<file path="src/rtl/layer_config_mem_pkg.sv">
// Shared types and defaults for the layer config memory responder.
// Holds FSM state encoding, block-type codes and a saturating helper.
package layer_config_mem_pkg;

    localparam int unsigned CFG_MEM_DEPTH = 64;
    localparam int unsigned WORD_W        = 32;

    typedef enum logic [1:0] {
        ST_IDLE = 2'd0,
        ST_WAIT = 2'd1,
        ST_RESP = 2'd2
    } state_e;

    typedef enum logic [1:0] {
        BLK_CONV = 2'd0,
        BLK_POOL = 2'd1,
        BLK_FC   = 2'd2,
        BLK_ACT  = 2'd3
    } blk_type_e;

    function automatic logic [WORD_W-1:0] sat_inc(
        input logic [WORD_W-1:0] v
    );
        return (v == '1) ? v : v + 1'b1;
    endfunction

endpackage

</file>
<file path="src/rtl/layer_config_mem_array.sv">
// Resettable config word array: one write port, one combinational read.
// Ports: clk_i, rst_ni, we_i/waddr_i/wdata_i write, raddr_i -> rdata_o.
module config_mem_array
    import layer_config_mem_pkg::*;
#(
    parameter  int unsigned DEPTH = CFG_MEM_DEPTH,
    localparam int unsigned AW    = $clog2(DEPTH)
) (
    input  logic              clk_i,
    input  logic              rst_ni,
    input  logic              we_i,
    input  logic [AW-1:0]     waddr_i,
    input  logic [WORD_W-1:0] wdata_i,
    input  logic [AW-1:0]     raddr_i,
    output logic [WORD_W-1:0] rdata_o
);

    logic [WORD_W-1:0] mem_q [DEPTH];
    logic [WORD_W-1:0] mem_d [DEPTH];

    always_comb begin
        mem_d = mem_q;
        if (we_i) begin
            mem_d[waddr_i] = wdata_i;
        end
    end

    always_ff @(posedge clk_i or negedge rst_ni) begin
        if (!rst_ni) begin
            mem_q <= '{default: '0};
        end else begin
            mem_q <= mem_d;
        end
    end

    // Read sees the pre-edge contents, so a same-edge write is not visible.
    assign rdata_o = mem_q[raddr_i];

endmodule

</file>
<file path="src/rtl/layer_config_mem.sv">
// Config-memory responder for the inter-layer block scheduler read port.
// Ports: host write (cfg_write_*), scheduler read (config_mem_*),
// addr_err_o pulse with ready, read_count_o saturating response count.
module layer_config_mem
    import layer_config_mem_pkg::*;
#(
    parameter int unsigned DEPTH        = CFG_MEM_DEPTH,
    parameter int unsigned READ_LATENCY = 1
) (
    input  logic        clk_i,
    input  logic        rst_ni,
    input  logic        cfg_write_valid_i,
    input  logic [31:0] cfg_write_addr_i,
    input  logic [31:0] cfg_write_data_i,
    output logic        cfg_write_ready_o,
    input  logic [31:0] config_mem_addr_i,
    input  logic        config_mem_read_valid_i,
    output logic [31:0] config_mem_read_data_o,
    output logic        config_mem_read_ready_o,
    output logic        addr_err_o,
    output logic [31:0] read_count_o
);

    localparam int unsigned AW = $clog2(DEPTH);
    localparam int unsigned CW =
        (READ_LATENCY > 1) ? $clog2(READ_LATENCY) : 1;

    state_e      state_q, state_d;
    logic [CW-1:0] cnt_q, cnt_d;
    logic [31:0] cap_q, cap_d;
    logic        cerr_q, cerr_d;
    logic [31:0] data_q, data_d;
    logic        ready_q, ready_d;
    logic        err_q, err_d;
    logic [31:0] count_q, count_d;
    logic        wr_rdy_q;

    logic        wr_in_range;
    logic        rd_in_range;
    logic        mem_we;
    logic [31:0] mem_rdata;

    // Range checks use the full index; only then are low bits used.
    assign wr_in_range = cfg_write_addr_i < 32'(DEPTH);
    assign rd_in_range = config_mem_addr_i < 32'(DEPTH);
    assign mem_we      = cfg_write_valid_i & wr_rdy_q & wr_in_range;

    config_mem_array #(
        .DEPTH (DEPTH)
    ) u_array (
        .clk_i   (clk_i),
        .rst_ni  (rst_ni),
        .we_i    (mem_we),
        .waddr_i (cfg_write_addr_i[AW-1:0]),
        .wdata_i (cfg_write_data_i),
        .raddr_i (config_mem_addr_i[AW-1:0]),
        .rdata_o (mem_rdata)
    );

    always_comb begin
        state_d = state_q;
        cnt_d   = cnt_q;
        cap_d   = cap_q;
        cerr_d  = cerr_q;
        data_d  = data_q;
        ready_d = 1'b0;
        err_d   = 1'b0;
        count_d = count_q;
        unique case (state_q)
            ST_IDLE: begin
                if (config_mem_read_valid_i) begin
                    cap_d   = rd_in_range ? mem_rdata : '0;
                    cerr_d  = ~rd_in_range;
                    cnt_d   = CW'(READ_LATENCY - 1);
                    state_d = (READ_LATENCY > 1) ? ST_WAIT : ST_RESP;
                end
            end
            ST_WAIT: begin
                if (cnt_q == CW'(1)) begin
                    state_d = ST_RESP;
                end else begin
                    cnt_d = cnt_q - 1'b1;
                end
            end
            ST_RESP: begin
                // Outputs are registered, so the pulse appears one edge later.
                ready_d = 1'b1;
                err_d   = cerr_q;
                data_d  = cap_q;
                count_d = sat_inc(count_q);
                state_d = ST_IDLE;
            end
            default: begin
                state_d = ST_IDLE;
            end
        endcase
    end

    always_ff @(posedge clk_i or negedge rst_ni) begin
        if (!rst_ni) begin
            state_q  <= ST_IDLE;
            cnt_q    <= '0;
            cap_q    <= '0;
            cerr_q   <= 1'b0;
            data_q   <= '0;
            ready_q  <= 1'b0;
            err_q    <= 1'b0;
            count_q  <= '0;
            wr_rdy_q <= 1'b0;
        end else begin
            state_q  <= state_d;
            cnt_q    <= cnt_d;
            cap_q    <= cap_d;
            cerr_q   <= cerr_d;
            data_q   <= data_d;
            ready_q  <= ready_d;
            err_q    <= err_d;
            count_q  <= count_d;
            wr_rdy_q <= 1'b1;
        end
    end

    assign cfg_write_ready_o       = wr_rdy_q;
    assign config_mem_read_data_o  = data_q;
    assign config_mem_read_ready_o = ready_q;
    assign addr_err_o              = err_q;
    assign read_count_o            = count_q;

endmodule

</file>
<file path="config.mk">
export PLATFORM = sky130hd
export DESIGN_NAME = layer_config_mem
export DESIGN_NICKNAME = d
export VERILOG_FILES = /design/src/rtl/layer_config_mem_pkg.sv /design/src/rtl/layer_config_mem_array.sv /design/src/rtl/layer_config_mem.sv
export SDC_FILE = /design/constraint.sdc
export NUM_CORES = 2
export LEC_CHECK = 0
export CORE_UTILIZATION = 45
export CTS_BUF_LIST = sky130_fd_sc_hd__clkbuf_8
export CTS_CLUSTER_DIAMETER = 150
export DETAILED_ROUTE_END_ITERATION = 16
export SLEW_MARGIN = 20
export SYNTH_ARGS = -nofsm -noshare
export SYNTH_HDL_FRONTEND = slang
export SYNTH_SLANG_ARGS = --single-unit
export TNS_END_PERCENT = 30
</file>
<file path="constraint.sdc">
create_clock -name clk_i -period 3.02 [get_ports clk_i]
set_input_delay 0.604 -clock clk_i [delete_from_list [all_inputs] [get_ports clk_i]]
set_output_delay 0.604 -clock clk_i [all_outputs]
set_load 0.1 [all_outputs]
</file>
Word level (Yosys, flattened, before mapping)

Index checks and enable logic that the tools add are counted.

Reduce and logical (&&, ||, !) cells: 7
$add $sub $neg: 2
Order comparisons: 5
Bitwise gates (word level): 6
Mux-type cells: 15
Equal/unequal tests: 5

Operator list:

| operator                | count |
|---|---|
| $bwmux W2048            | 1 |
| $bmux W32 S6            | 1 |
| $demux W32 S6           | 1 |
| $mux W32                | 4 |
| $lt A32 B7 Y1 const B   | 2 |
| $add A32 B1 Y32 const B | 1 |
| $eq A32 B32 Y1 const B  | 1 |
| $ge A7 B7 Y1 const B    | 2 |
| $not A6 Y7              | 2 |
| $reduce_and A2 Y1       | 4 |
| $lt A7 B1 Y1 const B    | 1 |
| $mux W1                 | 4 |
| $mux W2                 | 2 |
| $ne A2 B2 Y1 const B    | 2 |
| $pmux W2 S2             | 1 |
| $and A1 B1 Y1           | 2 |
| $eq A2 B1 Y1 const B    | 1 |
| $eq A2 B2 Y1 const B    | 1 |
| $logic_not A2 Y1        | 1 |
| $not A1 Y1              | 2 |
| $pmux W1 S2             | 1 |
| $reduce_bool A2 Y1      | 1 |
| $logic_and A1 B1 Y1     | 1 |
| $sub A1 B1 Y1 const B   | 1 |

Word-level logic and storage cells: 113
Bits of input ports: 100
Register bits after elaboration: 2,151

Longest topological paths before layout

Word-level depth: 6
Mapped depth: 9

Hierarchy

A second synthesis with hierarchy kept.

Cell total of the unflattened synthesis: 6,103
Area, all modules: 96,660.2 um^2

Modules (own cells, without submodules):

| module           | cells each | area each (um^2) | times used |
|---|---|---|---|
| config_mem_array | 5,788      | 92,511.2         | 1 |
| layer_config_mem | 315        | 4,149.0          | 1 |

Worst setup path after synthesis

OpenSTA, ideal clock, no wires.

Path kind: register to register
Start: register count_q[23] (netlist: read_count_o[23])
End: register count_q[11] (netlist: read_count_o[11])
Path slack: 0.249 ns
Arrival: 2.607 ns
Library setup time: 0.163 ns
Stages on the path, launching flop included: 8
Clock period less this slack: 2.771 ns
Cell sequence: dfrtp_1 and4_1 and3_1 clkbuf_1 nor4bb_1 clkbuf_1 nor4b_1 xor2_1

Word-level cells in the longest chain between the ends: 3

Ends and longest elaborated chain:

| what                               | RTL line                   | RTL |
|---|---|---|
| from (decl)                        | layer_config_mem.sv:35     | `logic [31:0] count_q, count_d;` |
| from (signal assigned)             | layer_config_mem.sv:118    | `count_q <= count_d;` |
| $eq A32 B32 Y1                     | layer_config_mem_pkg.sv:24 | `return (v == '1) ? v : v + 1'b1;` |
| $not A1 Y1 (no source line)        | --                         |  |
| $reduce_and A2 Y1 (no source line) | --                         |  |

No other way between the ends.
A chain may end at the register's enable or synchronous reset.

Final worst setup path

Start: register data_q[26] (netlist: config_mem_read_data_o[26])
End: output config_mem_read_data_o[26]

RTL lines:

| what                   | RTL line                | RTL |
|---|---|---|
| from (decl)            | layer_config_mem.sv:32  | `logic [31:0] data_q, data_d;` |
| from (signal assigned) | layer_config_mem.sv:115 | `data_q <= data_d;` |
| to (decl)              | layer_config_mem.sv:18  | `output logic [31:0] config_mem_read_data_o,` |

No word-level cell between the ends.

==> impl.org <==
** Worst setup path
- The worst register-to-register path has a setup slack of around 640 ps.
- Nature of the critical path startpoint :: flip-flop
- Cells traversed along the worst timing path :: buf_4
- Data on the critical path is required at its endpoint by 2420 ps.
- Worst r2r src :: state_q[1]
- For this run, the slowest stage of the critical path takes 490 ps.
- Depth of the critical timing path with buffers and inverters included :: 1
- Crit. End Element :: primary output
- CP arrival :: 1900 ps
- Of all nets on the critical path, the largest fanout is 2.
- Reg-to-reg endpoint :: cap_q[21]
- Combined buffer and inverter count along the critical path :: 1
- Kind of cell adding the most delay to the critical path :: flip-flops
- Start-to-end type of the worst setup path :: reg -> out
- The slowest stage of the critical path is the dfrtp_1 cell.
- FF-to-FF path depth :: 8

** Placement
- Placer Congestion :: 0.7840
- IO Port Bufs :: 166
- In this run the cell area measured after placement is 0.1059 mm2.
- Summed over all nets, the half-perimeter wirelength after detailed placement is 172.8 mm.

** Logic synthesis
- Yosys printed 0 warnings.
- Synthesized netlist net count :: 6137
- By area the synthesized netlist is led by dfrtp_1, mux2_2, mux4_2, mux2_1, mux2i_1.
- Syn Area/Cell :: 16.05 um2
- Of the post-synthesis cell area, the dominant cell type holds 0.5552.
- Number of enable flip-flop cells after synthesis :: 0
- Of all flip-flops after synthesis, the portion carrying an async set or reset was 1.000.
- In this run, synthesis produced a sequential element count of 2149.
- Top_reg_cell synth :: dfrtp_1
- Post-synth cell types :: 42
- Synthesis produced about 6000 cells.
- Library cell occupying the most area in the post-synthesis netlist :: dfrtp_1
- Total standard cell area after synthesis :: 0.09687 mm2
- The share of the Yosys chip area taken by registers is 0.5552.

** Worst hold path
- Startpoint of the lowest-slack hold path :: cfg_write_data_i[3]
- Hold Path Sink :: u_array.mem_q[1379]
- In this run the worst hold path is classified as in -> reg.
- Number of cells on the worst hold path :: 2

** STA
- Clock period minus final worst setup slack :: 2508 ps
- The count of endpoints failing hold in the final timing report came to 0.
- Share of the clock period used by the worst path after layout :: 0.8306
- Max Clk Rate :: 398.7 MHz
- Measured against its own limit, the worst slew margin works out to 0.3879.
- Slew at the pin closest to its max-slew limit :: 918.2 ps
- Post-route setup TNS :: 0 ps
- RSZ-0062 raised after global routing :: no
- Worst clock skew :: 69.57 ps
- Max-slew violation total from the final report :: 0
- Number of setup violations in the final report :: 0

** Floorplanning
- The floorplan has between 150 and 200 rows.
- Area of the die :: approximately 0.22 mm2
- Placeable core region :: 0.2129 mm2
- For this design the top-level I/O count stands at 167.
- Horiz. Die Dim :: 466.0 um
- Floorplan die height :: ~470 um
- The initial utilization of the core area, before any placement, comes to 0.4549.

** Run status
- Run status :: completed

** Global routing
- Number of antenna violations at the first check in global routing :: 6
- In the global route stage, overall resource usage came out at 0.2552.
- Via count of the first global-routing pass :: 60530
- Maximum number of pins on one net before global-route repair :: 120
- The total overflow left after global routing is 0.
- The first global-routing pass estimated 411.4 mm of wire.

** Clock network
- CTS H-tree lvls :: 5
- TritonCTS created 380 clock buffers.
- Post-CTS Repair Setup Buffers :: 0
- Clock-pin slew was measured on the worst setup and hold paths at roughly 60 ps.
- Clock insertion delay at the later pin of the skew report :: 1070 ps
- Sink Count :: 2149
- TritonCTS built the clock tree.
- The longest clock path from root to sink contains 4 buffers.
- The root buffer cell chosen for the clock tree is clkbuf_8.

** Pwr
- Switching fraction of total power :: 0.2435
- IR analysis of the VDD net gives a maximum drop of around 0.52 mV.
- Internal power summed over all cells :: about 0.045 W
- After layout, the design draws a total of 0.05935 W.
- Total power divided by cell area :: 522.6 mW/mm2
- Relative contribution of sequential cells to total power :: 0.487
- Comb pwr share :: 0.055
- The share of total power dissipated in the clock network is 0.458.
- Summed over all nets, the switching power comes to 0.01445 W.
- P_leak :: 55.74 nW

** Finish
- Utilization after layout :: 0.5333
- Ratio of cells with drive above 1 in the final layout :: 0.5494
- # nets final :: 6558
- Layout-stage area growth over the synthesis result :: 17.23%
- Finished Cell Area :: 0.1136 mm2

** Detailed routing
- After detailed routing, the number of remaining DRC violations is 0.
- Routed vias :: between 50000 and 60000
- Pre-antenna DRT Iters :: 5
- Final antenna-violating net count :: 0
- After detailed routing, the number of vias per cell comes to 5.852.
- Wires add up to 272.2 mm.
- After the first detailed-routing iteration, the DRC count stood at 3619.
- Routed WL per cell :: ~28 um

** Run
- Max-cap violations in this run came to 0.
[power groups by stage]
| stage | registers (W) | clock network (W) | logic, W |
|---|---|---|---|
| 2_1_floorplan | 0.0297 | 0 | 0.00119 |
| 3_3_place_gp | 0.0294 | 0 | 0.00327 |
| 3_5_place_dp | 0.0294 | 0 | 0.00330 |
| 4_1_cts | 0.0289 | 0.0279 | 0.00331 |
| 5_1_grt | 0.0289 | 0.0291 | 0.00349 |
| 6_report | 0.0289 | 0.0272 | 0.00325 |
[area by class of cell]
cell class	count	area, um2
antenna	9	22.52
clock buffer	498	6854
clock inverter	154	800.8
fill	17300	99380
inverter	5	18.77
multi-input combinational	3259	40890
sequential	2149	53780
tap	2821	3530
timing repair buffer	662	7662
[repair_timing]
item                      CTS  global route
hold endpoints to repair  828             0
hold buffers                1             0
gates resized for setup     0             0
[kinds of logic (layout without fill, tap and decap cells)]
family / after synthesis / after routing / share of synthesized area
adder cells (fa/ha/maj): 1 / 1 / 0.0001291
buffers and inverters: 628 / 1319 / 0.02775
XOR/XNOR: 30 / 30 / 0.002712
other: 1 / 10 / 0.00003871
AND/OR/NAND/NOR: 308 / 308 / 0.01978
AO/OA/AOI/OAI: 166 / 166 / 0.01281
flip-flops: 2149 / 2149 / 0.5552
multiplexers: 2753 / 2753 / 0.3816
[Yosys cell counts, types with 7 or more instances]
cell,n
nand3_1,105
mux2_1,151
nand4_1,14
dfrtp_1,2149
buf_2,246
xnor2_1,18
nor3_1,14
clkbuf_1,317
buf_1,54
nor2_1,11
nand3b_1,7
mux4_2,544
and2_1,8
nand2_1,46
nor3_2,60
nor4_1,15
mux2i_1,128
xor2_1,12
a22oi_1,159
mux2_2,1930
[through the flow]
step	hold slack, ps	setup slack [ps]	std cells
floorplan	308.4	249.2	6036
global placement	461.9	-256.5	8895
detailed placement	468.6	-216.3	8895
CTS	21.90	395.1	9548
global route	43.21	431.1	9552
finish	74.84	511.6	9557
[worst max path at each step]
stage	from	slack (ps)	endpoint
finish	config_mem_read_data_o[26]	510	config_mem_read_data_o[26]
global route	config_mem_read_data_o[26]	430	config_mem_read_data_o[26]
CTS	config_mem_read_data_o[26]	400	config_mem_read_data_o[26]
detailed placement	cfg_write_addr_i[21]	-220	u_array.mem_q[136]
global placement	cfg_write_addr_i[21]	-260	u_array.mem_q[793]
floorplan	read_count_o[23]	250	read_count_o[11]
[registers in the layout (all words and copies together), names as in the netlist, 32 cells and up]
name / flops
u_array.mem_q: 2048
cap_q: 32
config_mem_read_data_o: 32
read_count_o: 32
[metal layers]
| layer | vias up | part of all wire | track usage |
|---|---|---|---|
| met2 | 1165 | 0.48 | 0.4040 |
| li1 | 23420 | - | - |
| met1 | 30900 | 0.46 | 0.3664 |
| met5 | - | 0.00016 | 0 |
| met4 | 6 | 0.025 | 0.07306 |
| met3 | 427 | 0.042 | 0.03854 |
[placed cells by master (no fill, tap or decap), types with 5 or more instances in the layout]
| cell | instances |
|---|---|
| mux2_1 | 151 |
| diode_2 | 9 |
| a22oi_1 | 159 |
| nor4_1 | 14 |
| mux2_2 | 1930 |
| clkinv_2 | 29 |
| inv_1 | 117 |
| buf_4 | 357 |
| xnor2_1 | 18 |
| nand4_1 | 14 |
| buf_12 | 206 |
| clkdlybuf4s50_1 | 61 |
| nor3_1 | 8 |
| nand3b_1 | 7 |
| clkbuf_8 | 498 |
| and2_1 | 6 |
| mux2i_1 | 128 |
| mux4_2 | 544 |
| nor3_2 | 6 |
| nor2_1 | 9 |
| nand2_1 | 46 |
| bufinv_16 | 6 |
| dfrtp_1 | 2148 |
| buf_2 | 33 |
| nand3_1 | 105 |
| xor2_1 | 12 |
| nor3_4 | 60 |
| clkinvlp_4 | 5 |
Power figures use the tool's default switching activity.
